$ cat config.mk
export PLATFORM = sky130hd
export DESIGN_NAME = slc3_control
export DESIGN_NICKNAME = d
export VERILOG_FILES = /design/src/rtl/slc3_pkg.sv /design/src/rtl/slc3_wait_ctr.sv /design/src/rtl/slc3_control.sv
export SDC_FILE = /design/constraint.sdc
export NUM_CORES = 1
export LEC_CHECK = 0
export CAP_MARGIN = 20
export CORE_MARGIN = 2
export CORE_UTILIZATION = 34
export CTS_CLUSTER_SIZE = 16
export DETAILED_ROUTE_END_ITERATION = 12
export PLACE_DENSITY = 0.76
export SLEW_MARGIN = 20
export SYNTH_ARGS = -nofsm -noshare
export SYNTH_HDL_FRONTEND = slang
export SYNTH_SLANG_ARGS = --single-unit
$ cat constraint.sdc
create_clock -name clk -period 1.2 [get_ports clk]
set_input_delay 0.12 -clock clk [delete_from_list [all_inputs] [get_ports clk]]
set_output_delay 0.12 -clock clk [all_outputs]
set_load 0.03 [all_outputs]
$ cat src/rtl/slc3_pkg.sv
// Shared SLC-3 definitions: FSM states, opcodes and datapath mux/ALU encodings.
// PAUSE states exist only when SLC3_PAUSE_EN is defined.
package slc3_pkg;

  localparam int unsigned OPC_W = 4;

  localparam logic [OPC_W-1:0] OP_BR    = 4'b0000;
  localparam logic [OPC_W-1:0] OP_ADD   = 4'b0001;
  localparam logic [OPC_W-1:0] OP_JSR   = 4'b0100;
  localparam logic [OPC_W-1:0] OP_AND   = 4'b0101;
  localparam logic [OPC_W-1:0] OP_LDR   = 4'b0110;
  localparam logic [OPC_W-1:0] OP_STR   = 4'b0111;
  localparam logic [OPC_W-1:0] OP_NOT   = 4'b1001;
  localparam logic [OPC_W-1:0] OP_JMP   = 4'b1100;
  localparam logic [OPC_W-1:0] OP_PAUSE = 4'b1101;

  localparam logic [1:0] PCMUX_PC_INC = 2'b00;
  localparam logic [1:0] PCMUX_BUS    = 2'b01;
  localparam logic [1:0] PCMUX_ADDR   = 2'b10;

  localparam logic [1:0] ADDR2_SEXT11 = 2'b00;
  localparam logic [1:0] ADDR2_SEXT9  = 2'b01;
  localparam logic [1:0] ADDR2_SEXT6  = 2'b10;
  localparam logic [1:0] ADDR2_ZERO   = 2'b11;

  localparam logic [1:0] ALUK_ADD  = 2'b00;
  localparam logic [1:0] ALUK_AND  = 2'b01;
  localparam logic [1:0] ALUK_NOTA = 2'b10;
  localparam logic [1:0] ALUK_PASS = 2'b11;

  typedef enum logic [4:0] {
    S_HALTED,
    S_FETCH1,
    S_FETCH2,
    S_FETCH3,
    S_DECODE,
    S_ALU,
    S_BR0,
    S_BR1,
    S_JMP,
    S_JSR0,
    S_JSR1,
    S_LDR0,
    S_LDR1,
    S_LDR2,
    S_STR0,
    S_STR1,
    S_STR2
`ifdef SLC3_PAUSE_EN
    , S_PAUSE1,
    S_PAUSE2
`endif
  } state_e;

  // ALU function for the three register-operate opcodes.
  function automatic logic [1:0] aluk_of(input logic [OPC_W-1:0] op);
    case (op)
      OP_ADD:  aluk_of = ALUK_ADD;
      OP_AND:  aluk_of = ALUK_AND;
      default: aluk_of = ALUK_NOTA;
    endcase
  endfunction

endpackage

$ cat src/rtl/slc3_wait_ctr.sv
// Memory wait counter: counts 0..MEM_WAIT-1 while en is high, done on the last count.
// Clears whenever en drops or the final count is reached.
module slc3_wait_ctr #(
  parameter int unsigned MEM_WAIT = 2
) (
  input  logic clk,
  input  logic reset,
  input  logic en,
  output logic done
);

  localparam int unsigned CNT_W = $clog2(MEM_WAIT + 1);

  logic [CNT_W-1:0] cnt;

  assign done = en && (cnt == CNT_W'(MEM_WAIT - 1));

  always_ff @(posedge clk) begin
    if (reset || !en || done) begin
      cnt <= '0;
    end else begin
      cnt <= cnt + CNT_W'(1);
    end
  end

endmodule

$ cat src/rtl/slc3_control.sv
// SLC-3 Moore control FSM: fetch/decode/execute sequencing for the datapath.
// Define SLC3_PAUSE_EN to build the operator PAUSE instruction (opcode 1101).
module slc3_control
  import slc3_pkg::*;
#(
  parameter int unsigned MEM_WAIT = 2
) (
  input  logic        clk,
  input  logic        reset,
  input  logic        run,
  input  logic        continue_i,
  input  logic [15:0] IR,
  input  logic        BEN,
  output logic        LD_MAR,
  output logic        LD_MDR,
  output logic        LD_IR,
  output logic        LD_BEN,
  output logic        LD_CC,
  output logic        LD_REG,
  output logic        LD_PC,
  output logic        LD_LED,
  output logic        GatePC,
  output logic        GateMDR,
  output logic        GateALU,
  output logic        GateMARMUX,
  output logic [1:0]  PCMUX,
  output logic        DR,
  output logic        SR1,
  output logic        SR2,
  output logic        ADDR1MUX,
  output logic [1:0]  ADDR2MUX,
  output logic [1:0]  ALUK,
  output logic        MIO_EN,
  output logic        Mem_OE,
  output logic        Mem_WE
);

  state_e           state;
  state_e           state_next;
  logic             wait_en;
  logic             wait_done;
  logic [OPC_W-1:0] opcode;

  assign opcode  = IR[15:12];
  assign wait_en = (state == S_FETCH2) || (state == S_LDR1) || (state == S_STR2);

  // Only the opcode and the immediate-select bit steer the sequencer.
  logic unused_ir;
  assign unused_ir = ^{IR[11:6], IR[4:0]};

`ifndef SLC3_PAUSE_EN
  logic unused_cont;
  assign unused_cont = continue_i;
`endif

  slc3_wait_ctr #(
    .MEM_WAIT (MEM_WAIT)
  ) u_wait_ctr (
    .clk   (clk),
    .reset (reset),
    .en    (wait_en),
    .done  (wait_done)
  );

  always_ff @(posedge clk) begin
    if (reset) begin
      state <= S_HALTED;
    end else begin
      state <= state_next;
    end
  end

  // Next state and state-decoded controls; anything not set below is 0.
  always_comb begin
    state_next = state;
    LD_MAR     = 1'b0;
    LD_MDR     = 1'b0;
    LD_IR      = 1'b0;
    LD_BEN     = 1'b0;
    LD_CC      = 1'b0;
    LD_REG     = 1'b0;
    LD_PC      = 1'b0;
    LD_LED     = 1'b0;
    GatePC     = 1'b0;
    GateMDR    = 1'b0;
    GateALU    = 1'b0;
    GateMARMUX = 1'b0;
    PCMUX      = PCMUX_PC_INC;
    DR         = 1'b0;
    SR1        = 1'b0;
    SR2        = 1'b0;
    ADDR1MUX   = 1'b0;
    ADDR2MUX   = ADDR2_SEXT11;
    ALUK       = ALUK_ADD;
    MIO_EN     = 1'b0;
    Mem_OE     = 1'b0;
    Mem_WE     = 1'b0;

    case (state)
      S_HALTED: begin
        if (run) state_next = S_FETCH1;
      end
      S_FETCH1: begin
        GatePC     = 1'b1;
        LD_MAR     = 1'b1;
        PCMUX      = PCMUX_PC_INC;
        LD_PC      = 1'b1;
        state_next = S_FETCH2;
      end
      S_FETCH2: begin
        Mem_OE = 1'b1;
        MIO_EN = 1'b1;
        if (wait_done) begin
          LD_MDR     = 1'b1;
          state_next = S_FETCH3;
        end
      end
      S_FETCH3: begin
        GateMDR    = 1'b1;
        LD_IR      = 1'b1;
        state_next = S_DECODE;
      end
      S_DECODE: begin
        LD_BEN = 1'b1;
        case (opcode)
          OP_ADD, OP_AND, OP_NOT: state_next = S_ALU;
          OP_BR:                  state_next = S_BR0;
          OP_JMP:                 state_next = S_JMP;
          OP_JSR:                 state_next = S_JSR0;
          OP_LDR:                 state_next = S_LDR0;
          OP_STR:                 state_next = S_STR0;
`ifdef SLC3_PAUSE_EN
          OP_PAUSE:               state_next = S_PAUSE1;
`endif
          default:                state_next = S_FETCH1;
        endcase
      end
      S_ALU: begin
        SR1        = 1'b1;
        SR2        = IR[5];
        DR         = 1'b0;
        GateALU    = 1'b1;
        LD_REG     = 1'b1;
        LD_CC      = 1'b1;
        ALUK       = aluk_of(opcode);
        state_next = S_FETCH1;
      end
      S_BR0: begin
        state_next = BEN ? S_BR1 : S_FETCH1;
      end
      S_BR1: begin
        ADDR1MUX   = 1'b1;
        ADDR2MUX   = ADDR2_SEXT9;
        PCMUX      = PCMUX_ADDR;
        LD_PC      = 1'b1;
        state_next = S_FETCH1;
      end
      S_JMP: begin
        SR1        = 1'b1;
        ADDR1MUX   = 1'b0;
        ADDR2MUX   = ADDR2_ZERO;
        PCMUX      = PCMUX_ADDR;
        LD_PC      = 1'b1;
        state_next = S_FETCH1;
      end
      S_JSR0: begin
        GatePC     = 1'b1;
        DR         = 1'b1;
        LD_REG     = 1'b1;
        state_next = S_JSR1;
      end
      S_JSR1: begin
        ADDR1MUX   = 1'b1;
        ADDR2MUX   = ADDR2_SEXT11;
        PCMUX      = PCMUX_ADDR;
        LD_PC      = 1'b1;
        state_next = S_FETCH1;
      end
      S_LDR0: begin
        SR1        = 1'b1;
        ADDR1MUX   = 1'b0;
        ADDR2MUX   = ADDR2_SEXT6;
        GateMARMUX = 1'b1;
        LD_MAR     = 1'b1;
        state_next = S_LDR1;
      end
      S_LDR1: begin
        Mem_OE = 1'b1;
        MIO_EN = 1'b1;
        if (wait_done) begin
          LD_MDR     = 1'b1;
          state_next = S_LDR2;
        end
      end
      S_LDR2: begin
        GateMDR    = 1'b1;
        DR         = 1'b0;
        LD_REG     = 1'b1;
        LD_CC      = 1'b1;
        state_next = S_FETCH1;
      end
      S_STR0: begin
        SR1        = 1'b1;
        ADDR1MUX   = 1'b0;
        ADDR2MUX   = ADDR2_SEXT6;
        GateMARMUX = 1'b1;
        LD_MAR     = 1'b1;
        state_next = S_STR1;
      end
      S_STR1: begin
        SR1        = 1'b0;
        ALUK       = ALUK_PASS;
        GateALU    = 1'b1;
        MIO_EN     = 1'b0;
        LD_MDR     = 1'b1;
        state_next = S_STR2;
      end
      S_STR2: begin
        Mem_WE = 1'b1;
        if (wait_done) state_next = S_FETCH1;
      end
`ifdef SLC3_PAUSE_EN
      // Hold the LED display until the operator raises then releases continue.
      S_PAUSE1: begin
        LD_LED = 1'b1;
        if (continue_i) state_next = S_PAUSE2;
      end
      S_PAUSE2: begin
        if (!continue_i) state_next = S_FETCH1;
      end
`endif
      default: state_next = S_HALTED;
    endcase
  end

endmodule

### After elaboration in Yosys (flattened, before gate mapping)

Memories as Yosys holds them, arrays and structs flattened.
Index checks and enable logic that the tools add are counted.

* equality and inequality tests: 23
* add/sub/neg operators: 1
* multiplexer cells: 28
* reduce and logical (&&, ||, !) cells: 21

Operator list (count)
* one-hot mux 5 bit (13 select lines): 1
* equality test 5 x 4 -> 1 bit, second input constant: 8
* equality test 5 x 3 -> 1 bit, second input constant: 4
* 2-to-1 mux 5 bit: 4
* 2-to-1 mux 1 bit: 17
* OR reduction 2 bit: 7
* equality test 5 x 2 -> 1 bit, second input constant: 2
* OR reduction 3 bit: 3
* one-hot mux 2 bit (2 select lines): 2
* OR reduction 4 bit: 2
* inequality test 2 x 1 -> 1 bit, second input constant: 3
* one-hot mux 2 bit (3 select lines): 1
* equality test 5 x 1 -> 1 bit, second input constant: 1
* equality test 5 bit, second input constant: 1
* logical NOT 5 bit: 1
* OR reduction 5 bit: 1
* equality test 4 x 1 -> 1 bit, second input constant: 1
* equality test 4 x 3 -> 1 bit, second input constant: 1
* logical OR 1 bit: 4
* AND reduction 4 bit: 1
* 2-to-1 mux 3 bit: 1
* adder 2 x 1 -> 2 bit, second input constant: 1
* equality test 2 x 1 -> 1 bit, second input constant: 1
* 2-to-1 mux 2 bit: 1
* 4 further kinds: 4

* register bits after elaboration: 7
* word-level logic and storage cells: 76
* bits in read-only memories: 64
* memories kept: 1

Memory list
* (no name shown): words 16, width 4, rd ports 1, clocked after Yosys merged registers in 0, write ports 0, RTL line slc3_control.sv:125 `case (opcode)`

### Longest topological paths before layout

Gate-level depths: netlist of the first run.

* depth after elaboration: 6
* depth in mapped cells: 6
* gate-level depth less buffers: 6

### By module

From an unflattened synthesis of the first run, not the netlist that was laid out.

* cell total of the unflattened synthesis: 125
* area total of the unflattened synthesis: 867.1 µm²

By module, submodules not included
* slc3_control: times used 1, sequential area each 100.1 µm², area each 785.8 µm², cells an instance 118
* slc3_wait_ctr: times used 1, sequential area each 40.0 µm², area each 81.3 µm², cells an instance 7

### Least setup slack after synthesis of the first run

OpenSTA, ideal clock, no wires.

* kind: register -> output
* from: register state[2]
* to: output port LD_MDR
* stages on the path, launching flop included: 6
* arrival time: 1.911 ns
* path buffers: 1
* slack: -0.831 ns
* cells stage by stage: dfxtp_1 buf_4 nor2_1 a22oi_1 nor3_1 a21bo_2

* word-level cells in the longest chain between the ends: 6
* elaborated cells between the ends (all ways): 10
* those cells by class: 4 x eq/ne; 2 x mux; 4 x reduce/logical

RTL lines
* from (decl): RTL line slc3_control.sv:38 `state_e state;`
* from (signal assigned): RTL line slc3_control.sv:69 `state <= state_next;`
* equality test 5 x 2 -> 1 bit / equality test 5 x 4 -> 1 bit (equally long branches): RTL line slc3_control.sv:45, slc3_control.sv:99
* logical OR 1 bit (2 in series): RTL line slc3_control.sv:45 `assign wait_en = (state == S_FETCH2) || (state == S_LDR1) || (state == S_STR2);`
* logical AND 1 bit: RTL line slc3_wait_ctr.sv:16 `assign done = en && (cnt == CNT_W'(MEM_WAIT - 1));`
* 2-to-1 mux 1 bit: RTL line slc3_control.sv:113, slc3_control.sv:190
* one-hot mux 1 bit (2 select lines) (*): RTL line slc3_control.sv:99 `case (state)`
* to (decl): RTL line slc3_control.sv:15 `output logic LD_MDR,`

Every way passes the cells marked *; elsewhere a longest branch is shown, timed or not.

### Final worst setup path of the first run

* from: register state[1]
* to: output port LD_MDR

Same word-level chain as after synthesis.

==> metrics.md, run 1 <==
| Metric | Value |
|---|---|
| CTS buffer count | `3` |
| Root buffer cell | `clkbuf_4` |
| Worst r2r src | `state[1]$_SDFFE_PP0P_` |
| Drt via density | `about 5.6` |
| Cell Area, Synth | `between 800 and 900 sq um` |
| Most common cell in the synthesized netlist | `nor2_1` |
| Slew Limit Fails | `0` |
| CTS H-tree depth | `1` |
| Post-synth EDFFs | `0` |
| Top Usage Layer GRT | `met2` |
| Clock latency on the worst-skew pair | `about 0.28 ns` |
| Residual DRC count | `0` |
| Initial antenna violation count | `0` |
| Final Cycle Share | `144%` |
| Synth top area share | `around 17%` |
| Global placement routability congestion | `~0.8` |
| CP endpoint kind | `primary output` |
| Reg2Reg Capture Point | `state[3]$_SDFFE_PP0P_` |
| RSZ-0062 raised after global routing | `yes` |
| Io pins | `46` |
| Most frequent cells after synthesis | `14 x nor2_1, 10 x a21oi_1, 9 x nand2_1` |
| Die width | `around 53 microns` |
| # diodes | `0` |
| Via count | `1279` |
| Drt pass-1 iters | `4` |
| CTS Sinks | `7` |
| First-pass GRT wire length | `between 6 and 7 mm` |
| Leakage Power | `roughly 0.83 nW` |
| Port Buffers | `31` |
| Register area share after synthesis | `roughly 17%` |
| Global Route met3 Usage | `roughly 3.4%` |
| Power Density | `about 1200 nW/um^2` |
| Share of cells above drive strength 1 | `71.4%` |
| Fin crit period | `1.73 ns` |
| DP Worst Slack | `-0.613 ns` |
| CP Class | `flop to primary output` |
| Clk buf depth | `2` |
| Failing checks | `negative setup slack` |
| Top cell type by total area after synthesis | `dfxtp_1` |
| Asr flop ratio synth | `0%` |
| Critical Path RT | `around 1.1 ns` |
| Critical path launch point type | `flop` |
| Final hold vios | `0` |
| Final HPWL DP | `about 2.1 mm` |
| Core area | `2230 sq um` |
| Die footprint | `2790 sq um` |
| Run status | `complete, but fails checks` |
| Dominant cells by area after synthesis | `dfxtp_1 17%, nor2_1 6.5%, a21oi_1 6.2%, and3_1 5.4%, nand2_1 4.2%` |
| Met1 Use GR | `between 30 and 40%` |
| Worst reg2reg setup slack | `-0.42 ns` |
| Final wirelength | `~4.4 mm` |
| Fin nets | `222` |
| Max Clk Rate | `~0.58 GHz` |
| Worst R2R Path Depth | `6` |
| Syn Area/Cell | `approximately 7 sq um` |
| Met2 usage | `between 50% and 60%` |
| GRT Resource Usage Total | `~31%` |
| Synthesized flop and latch total | `7` |
| Worst-path clk slew | `around 0.07 ns` |
| Wire per inst | `19.5 microns` |
| Vias in the first global route | `between 1000 and 1500` |
| Antenna-violating nets left | `0` |
| FP Rows | `17` |
| Main synth FF type | `dfxtp_1` |
| Gr ovfl total | `0` |
| Syn. warnings | `0` |
| WHS Endpoint | `u_wait_ctr.cnt[0]$_SDFF_PP0_` |
| Final worst slack | `-0.526 ns` |
| Crit path DAT | `1.61 ns` |
| Area delta synth->final | `144%` |
| Maximum fanout along the worst path | `4` |
| Worst hold start | `u_wait_ctr.cnt[0]$_SDFF_PP0_` |
| Largest net degree at the start of global routing | `12` |
| Skew final | `between 0.01 and 0.015 ns` |
| Synth cell types | `40` |
| Die H | `52.8 microns` |
| Initial Util | `~36%` |
| Setup TNS | `-11.69 ns` |
| Final Setup Violations | `30` |
| First DRT Iteration DRCs | `22` |
| Hold Path Depth | `1` |
| Synth Instances | `116` |
| Max Cap Viol | `0` |
| TritonCTS clock tree | `yes` |
| Peak supply drop | `around 0.96 mV` |
| Hold Path Class | `flop to flop` |
-- critical path: stages, from the launching register on --
cell and delay, ns:
dfxtp_2 0.39, buf_6 0.12, nor2b_4 0.04, buf_6 0.11, a22oi_2 0.22, nor3_4 0.08
a21bo_4 0.22, buf_6 0.13
-- cells by family (layout without fill, tap and decap cells) --
logic type | count (synthesis) | in the layout | share of synthesized area, %
flip-flops | 7 | 7 | 17.3
multiplexers | 2 | 2 | 2.62
AND/OR/NAND/NOR | 62 | 62 | 42.7
other | 1 | 2 | 0.463
buffers and inverters | 15 | 97 | 11.4
adder cells (fa/ha/maj) | 1 | 1 | 1.54
AO/OA/AOI/OAI | 25 | 25 | 20.7
XOR/XNOR | 3 | 3 | 3.24
-- power by group --
group / internal (mW) / total [mW] / switching (mW)
sequential: 0.269 / 0.313 / 0.0444
clock: 0.124 / 0.249 / 0.126
combinational: 0.971 / 1.88 / 0.911
-- registers in the layout (all words and copies together), names as in the netlist --
signal          flops
u_wait_ctr.cnt      2
state               5
-- per-layer routing --
layer  part of all wire (%)  wire (microns)  vias up
met3                    5.6             248       14
met1                     37            1660      622
li1                       -               -      573
met2                     53            2350       70
met5                      0               0        -
met4                    3.9             172        0
-- stage by stage --
| step | instances | hold slack, ns | cell area [sq um] | util, % | power, mW |
|---|---|---|---|---|---|
| floorplan | 117 | 0.182 | 985 | - | 1.08 |
| global placement | 195 | 0.411 | 1400 | 62.7 | 1.42 |
| detailed placement | 195 | 0.420 | 1400 | 62.7 | 1.45 |
| CTS | 219 | 0.424 | 1860 | 83.3 | 2.11 |
| global route | 227 | 0.432 | 1980 | 88.5 | 2.53 |
| finish | 227 | 0.429 | 1980 | 88.5 | 2.44 |
-- placed cells by master (no fill, tap or decap), types with 4 or more instances in the layout --
master,n
buf_4,38
buf_8,4
nand2_1,5
nor2_4,4
nor2_1,8
clkdlybuf4s50_1,8
and3_4,7
buf_6,39
a21oi_1,5
-- final cells by class --
cell class                      instances  area [sq um]
Clock inverter                          1          5.00
Inverter                                3          13.8
Clock buffer                            3          22.5
Sequential cell                         7           154
Fill cell                             106           258
Multi-Input combinational cell         95           861
Tap cell                               28          35.0
Timing Repair Buffer                   90           885
-- how the worst max path moves through the flow --
stage	from	to	slack, ns	cells after the start
final	state[1]$_SDFFE_PP0P_	LD_MDR	-0.53	7
after floorplan	state[2]$_SDFFE_PP0P_	LD_MDR	-0.24	5
after global placement	state[1]$_SDFFE_PP0P_	ADDR2MUX[1]	-0.56	5
after CTS	state[1]$_SDFFE_PP0P_	LD_MDR	-0.45	7
after detailed placement	state[1]$_SDFFE_PP0P_	ADDR2MUX[1]	-0.61	5
after global routing	state[1]$_SDFFE_PP0P_	LD_MDR	-0.56	7
-- repair_timing --
item | 4_1_cts | 5_1_grt
hold buffers | 0 | 0
pin swaps | 20 | 10
endpoints found under the setup margin | 30 | 30
endpoints found under the hold margin | 0 | 0
resized for setup | 83 | 16
setup buffers | 20 | 9
(Power assumes the default switching activity.)
==> run 2: changes to the inputs <==
--- a/config.mk
+++ b/config.mk
@@ -7,10 +7,10 @@
 export LEC_CHECK = 0
 export CAP_MARGIN = 20
 export CORE_MARGIN = 2
-export CORE_UTILIZATION = 34
+export CORE_UTILIZATION = 41
 export CTS_CLUSTER_SIZE = 16
 export DETAILED_ROUTE_END_ITERATION = 12
-export PLACE_DENSITY = 0.76
+export PLACE_DENSITY = 0.85
 export SLEW_MARGIN = 20
 export SYNTH_ARGS = -nofsm -noshare
 export SYNTH_HDL_FRONTEND = slang
==> constraint.sdc (replaced) <==
create_clock -name clk -period 2.12 [get_ports clk]
set_input_delay 0.212 -clock clk [delete_from_list [all_inputs] [get_ports clk]]
set_output_delay 0.212 -clock clk [all_outputs]
set_load 0.03 [all_outputs]
==> run 2 against run 1 <==
Against the previous run:
- the run now ends clean
- non-clock buffer count is 50 lower
- flip-flop and latch count is the same
- sequential power shrank 42%
- highest routed layer unchanged
==> metrics.md, run 2 (same netlist as run 1, synthesis figures left out) <==
| Metric | Value |
|---|---|
| Clock latency on the worst-skew pair | `0.26 ns (-0.02 ns)` |
| FF+latch area | `144 sq um (-6.5%)` |
| Most frequent cells in the layout | `15 x buf_4, 14 x dlygate4sd2_1, 12 x nor2_1` |
| Final Setup Violations | `0 (-100%)` |
| Global placement routability congestion | `0.871 (+8.8%)` |
| Run status | `complete, no violations` |
| Final HPWL DP | `1.79 mm (-17%)` |
| Biggest regs | `state (5), u_wait_ctr.cnt (2)` |
| Io pins | `46 (unchanged)` |
| Worst-path clk slew | `0.06 ns (about the same)` |
| Post-Layout Cell Count | `176 (-22%)` |
| First DRT Iteration DRCs | `33 (+50%)` |
| Initial antenna violation count | `0 (unchanged)` |
| Fin nets | `172 (-23%)` |
| Final Cycle Share | `~93%` |
| Wire per inst | `13.0 microns (-34%)` |
| Clk buf depth | `2 (unchanged)` |
| GRT Resource Usage Total | `19.8% (-11 points)` |
| Commonest non-fill, non-tap cell in the layout | `buf_4` |
| Worst reg2reg setup slack | `0.67 ns (+1.09 ns)` |
| Combinational Power Share | `61.6% (-15 points)` |
| Reg2Reg Capture Point | `state[1]$_SDFFE_PP0P_` |
| Crit path DAT | `1.77 ns (+0.16 ns)` |
| Hold-fix buffers, CTS | `0 (unchanged)` |
| Core area | `1920 sq um (-14%)` |
| WHS Endpoint | `u_wait_ctr.cnt[0]$_SDFF_PP0_` |
| Reg with most FFs | `state` |
| Leakage Power | `0.590 nW (-29%)` |
| Die width | `48.5 microns (-8.3%)` |
| Layout fillers | `199 (+88%)` |
| Maximum fanout along the worst path | `7 (+3)` |
| Power Density | `691 nW/um^2 (-44%)` |
| Fin crit period | `between 1.5 and 2 ns` |
| Setup TNS | `0 ns (+11.69 ns)` |
| Antenna-violating nets left | `0 (unchanged)` |
| Initial Util | `42.2% (+5.9 points)` |
| Area delta synth->final | `43.8%` |
| TritonCTS clock tree | `yes` |
| Via count | `963 (-25%)` |
| Critical Path RT | `1.91 ns (+0.83 ns)` |
| Max reg flops | `5 (unchanged)` |
| Die footprint | `2350 sq um (-16%)` |
| Switching power | `0.375 mW (-65%)` |
| Drt via density | `5.47 (-2.9%)` |
| Slew Limit Fails | `0 (unchanged)` |
| Final hold vios | `0 (unchanged)` |
| Critical path launch point type | `flop` |
| First-pass GRT wire length | `3.72 mm (-39%)` |
| Worst r2r src | `state[0]$_SDFFE_PP0P_` |
| FP Rows | `16 (-1)` |
| Final worst slack | `0.139 ns (+0.664 ns)` |
| CP Class | `flop to primary output` |
| Post-Place Cells | `172 (-12%)` |
| Drt pass-1 iters | `4 (unchanged)` |
| Sequential group share of total power | `22.5% (+9.7 points)` |
| Gr ovfl total | `0 (unchanged)` |
| Max Clk Rate | `0.505 GHz` |
| CP endpoint kind | `primary output` |
| Final wirelength | `2.28 mm (-48%)` |
| CTS Sinks | `7 (unchanged)` |
| Switching Fraction | `46.6% (+2.4 points)` |
| DP Worst Slack | `0.0583 ns (+0.671 ns)` |
| # diodes | `0 (unchanged)` |
| CTS H-tree depth | `1 (unchanged)` |
| Residual DRC count | `0 (unchanged)` |
| Worst R2R Path Depth | `5 (-1)` |
| CTS buffer count | `3 (unchanged)` |
| Hold Path Depth | `1 (unchanged)` |
| Skew final | `0.00372 ns (-0.00937 ns)` |
| Root buffer cell | `clkbuf_4` |
| Worst hold start | `u_wait_ctr.cnt[0]$_SDFF_PP0_` |
| Max Cap Viol | `0 (unchanged)` |
| Die H | `48.5 microns (-8.3%)` |
| Largest net degree at the start of global routing | `13 (+1)` |
| Multi-input gate area | `599 sq um (-30%)` |
| Share of cells above drive strength 1 | `22.1% (-49 points)` |
| Int Pwr | `0.430 mW (-68%)` |
| Peak supply drop | `0.296 mV (-69%)` |
| RSZ-0062 raised after global routing | `no` |
| Vias in the first global route | `856 (-33%)` |
| Hold Path Class | `flop to flop` |
| Clock Power Share | `15.9% (+5.7 points)` |
| Port Buffers | `31 (unchanged)` |
## run 2: worst max-delay path: stages (launching register included)
cell	delay (ns)
dfxtp_1	0.45
nor2b_2	0.22
nor2_1	0.06
mux2_2	0.26
and3_1	0.17
dlygate4sd2_1	0.35
## run 2: cell type report
class | instances | area share (%)
sequential | 7 | 12.3
timing repair buffer | 40 | 30.2
tap | 27 | 2.90
clock buffer | 4 | 2.25
inverter | 3 | 0.966
multi-input combinational | 95 | 51.4
## run 2: power groups by stage
stage,logic (mW),clock network [mW],registers [mW]
final,0.497,0.128,0.181
after global routing,0.542,0.141,0.182
after CTS,0.493,0.129,0.176
after detailed placement,0.507,0,0.179
after global placement,0.495,0,0.179
after floorplan,0.364,0,0.161
## run 2: timing repair
action                     in CTS  in global routing
setup buffers                   0                  0
setup endpoints to repair      15                  5
hold endpoints to repair        0                  0
pin swaps                       0                  1
gates resized for setup        16                  8
## run 2: how the worst max path moves through the flow
stage	from	end	slack, ns
final	state[1]$_SDFFE_PP0P_	ADDR2MUX[1]	0.14
after CTS	state[3]$_SDFFE_PP0P_	LD_BEN	0.02
after global placement	state[0]$_SDFFE_PP0P_	DR	0.12
after global routing	state[1]$_SDFFE_PP0P_	LD_MAR	0.03
after detailed placement	state[2]$_SDFFE_PP0P_	GateMDR	0.06
after floorplan	state[2]$_SDFFE_PP0P_	LD_MDR	0.33
## run 2: layer usage
| metal | global-route usage, % | share of wire [%] | wire [microns] | vias to the layer above |
|---|---|---|---|---|
| met1 | 25.4 | 42 | 955 | 436 |
| met5 | 0 | 0 | 0 | - |
| met2 | 32.9 | 49 | 1110 | 43 |
| met3 | 2.78 | 6.8 | 154 | 7 |
| met4 | 9.52 | 2.6 | 59 | 0 |
| li1 | - | - | - | 477 |
## run 2: metrics by stage
| step | hold WS, ns | power (mW) | utilization [%] | cell area [sq um] |
|---|---|---|---|---|
| 2_1_floorplan | 0.281 | 0.525 | - | 820 |
| 3_3_place_gp | 0.407 | 0.674 | 58.9 | 1130 |
| 3_5_place_dp | 0.415 | 0.686 | 58.9 | 1130 |
| 4_1_cts | 0.423 | 0.798 | 59.6 | 1150 |
| 5_1_grt | 0.459 | 0.866 | 60.7 | 1170 |
| 6_report | 0.419 | 0.806 | 60.7 | 1170 |
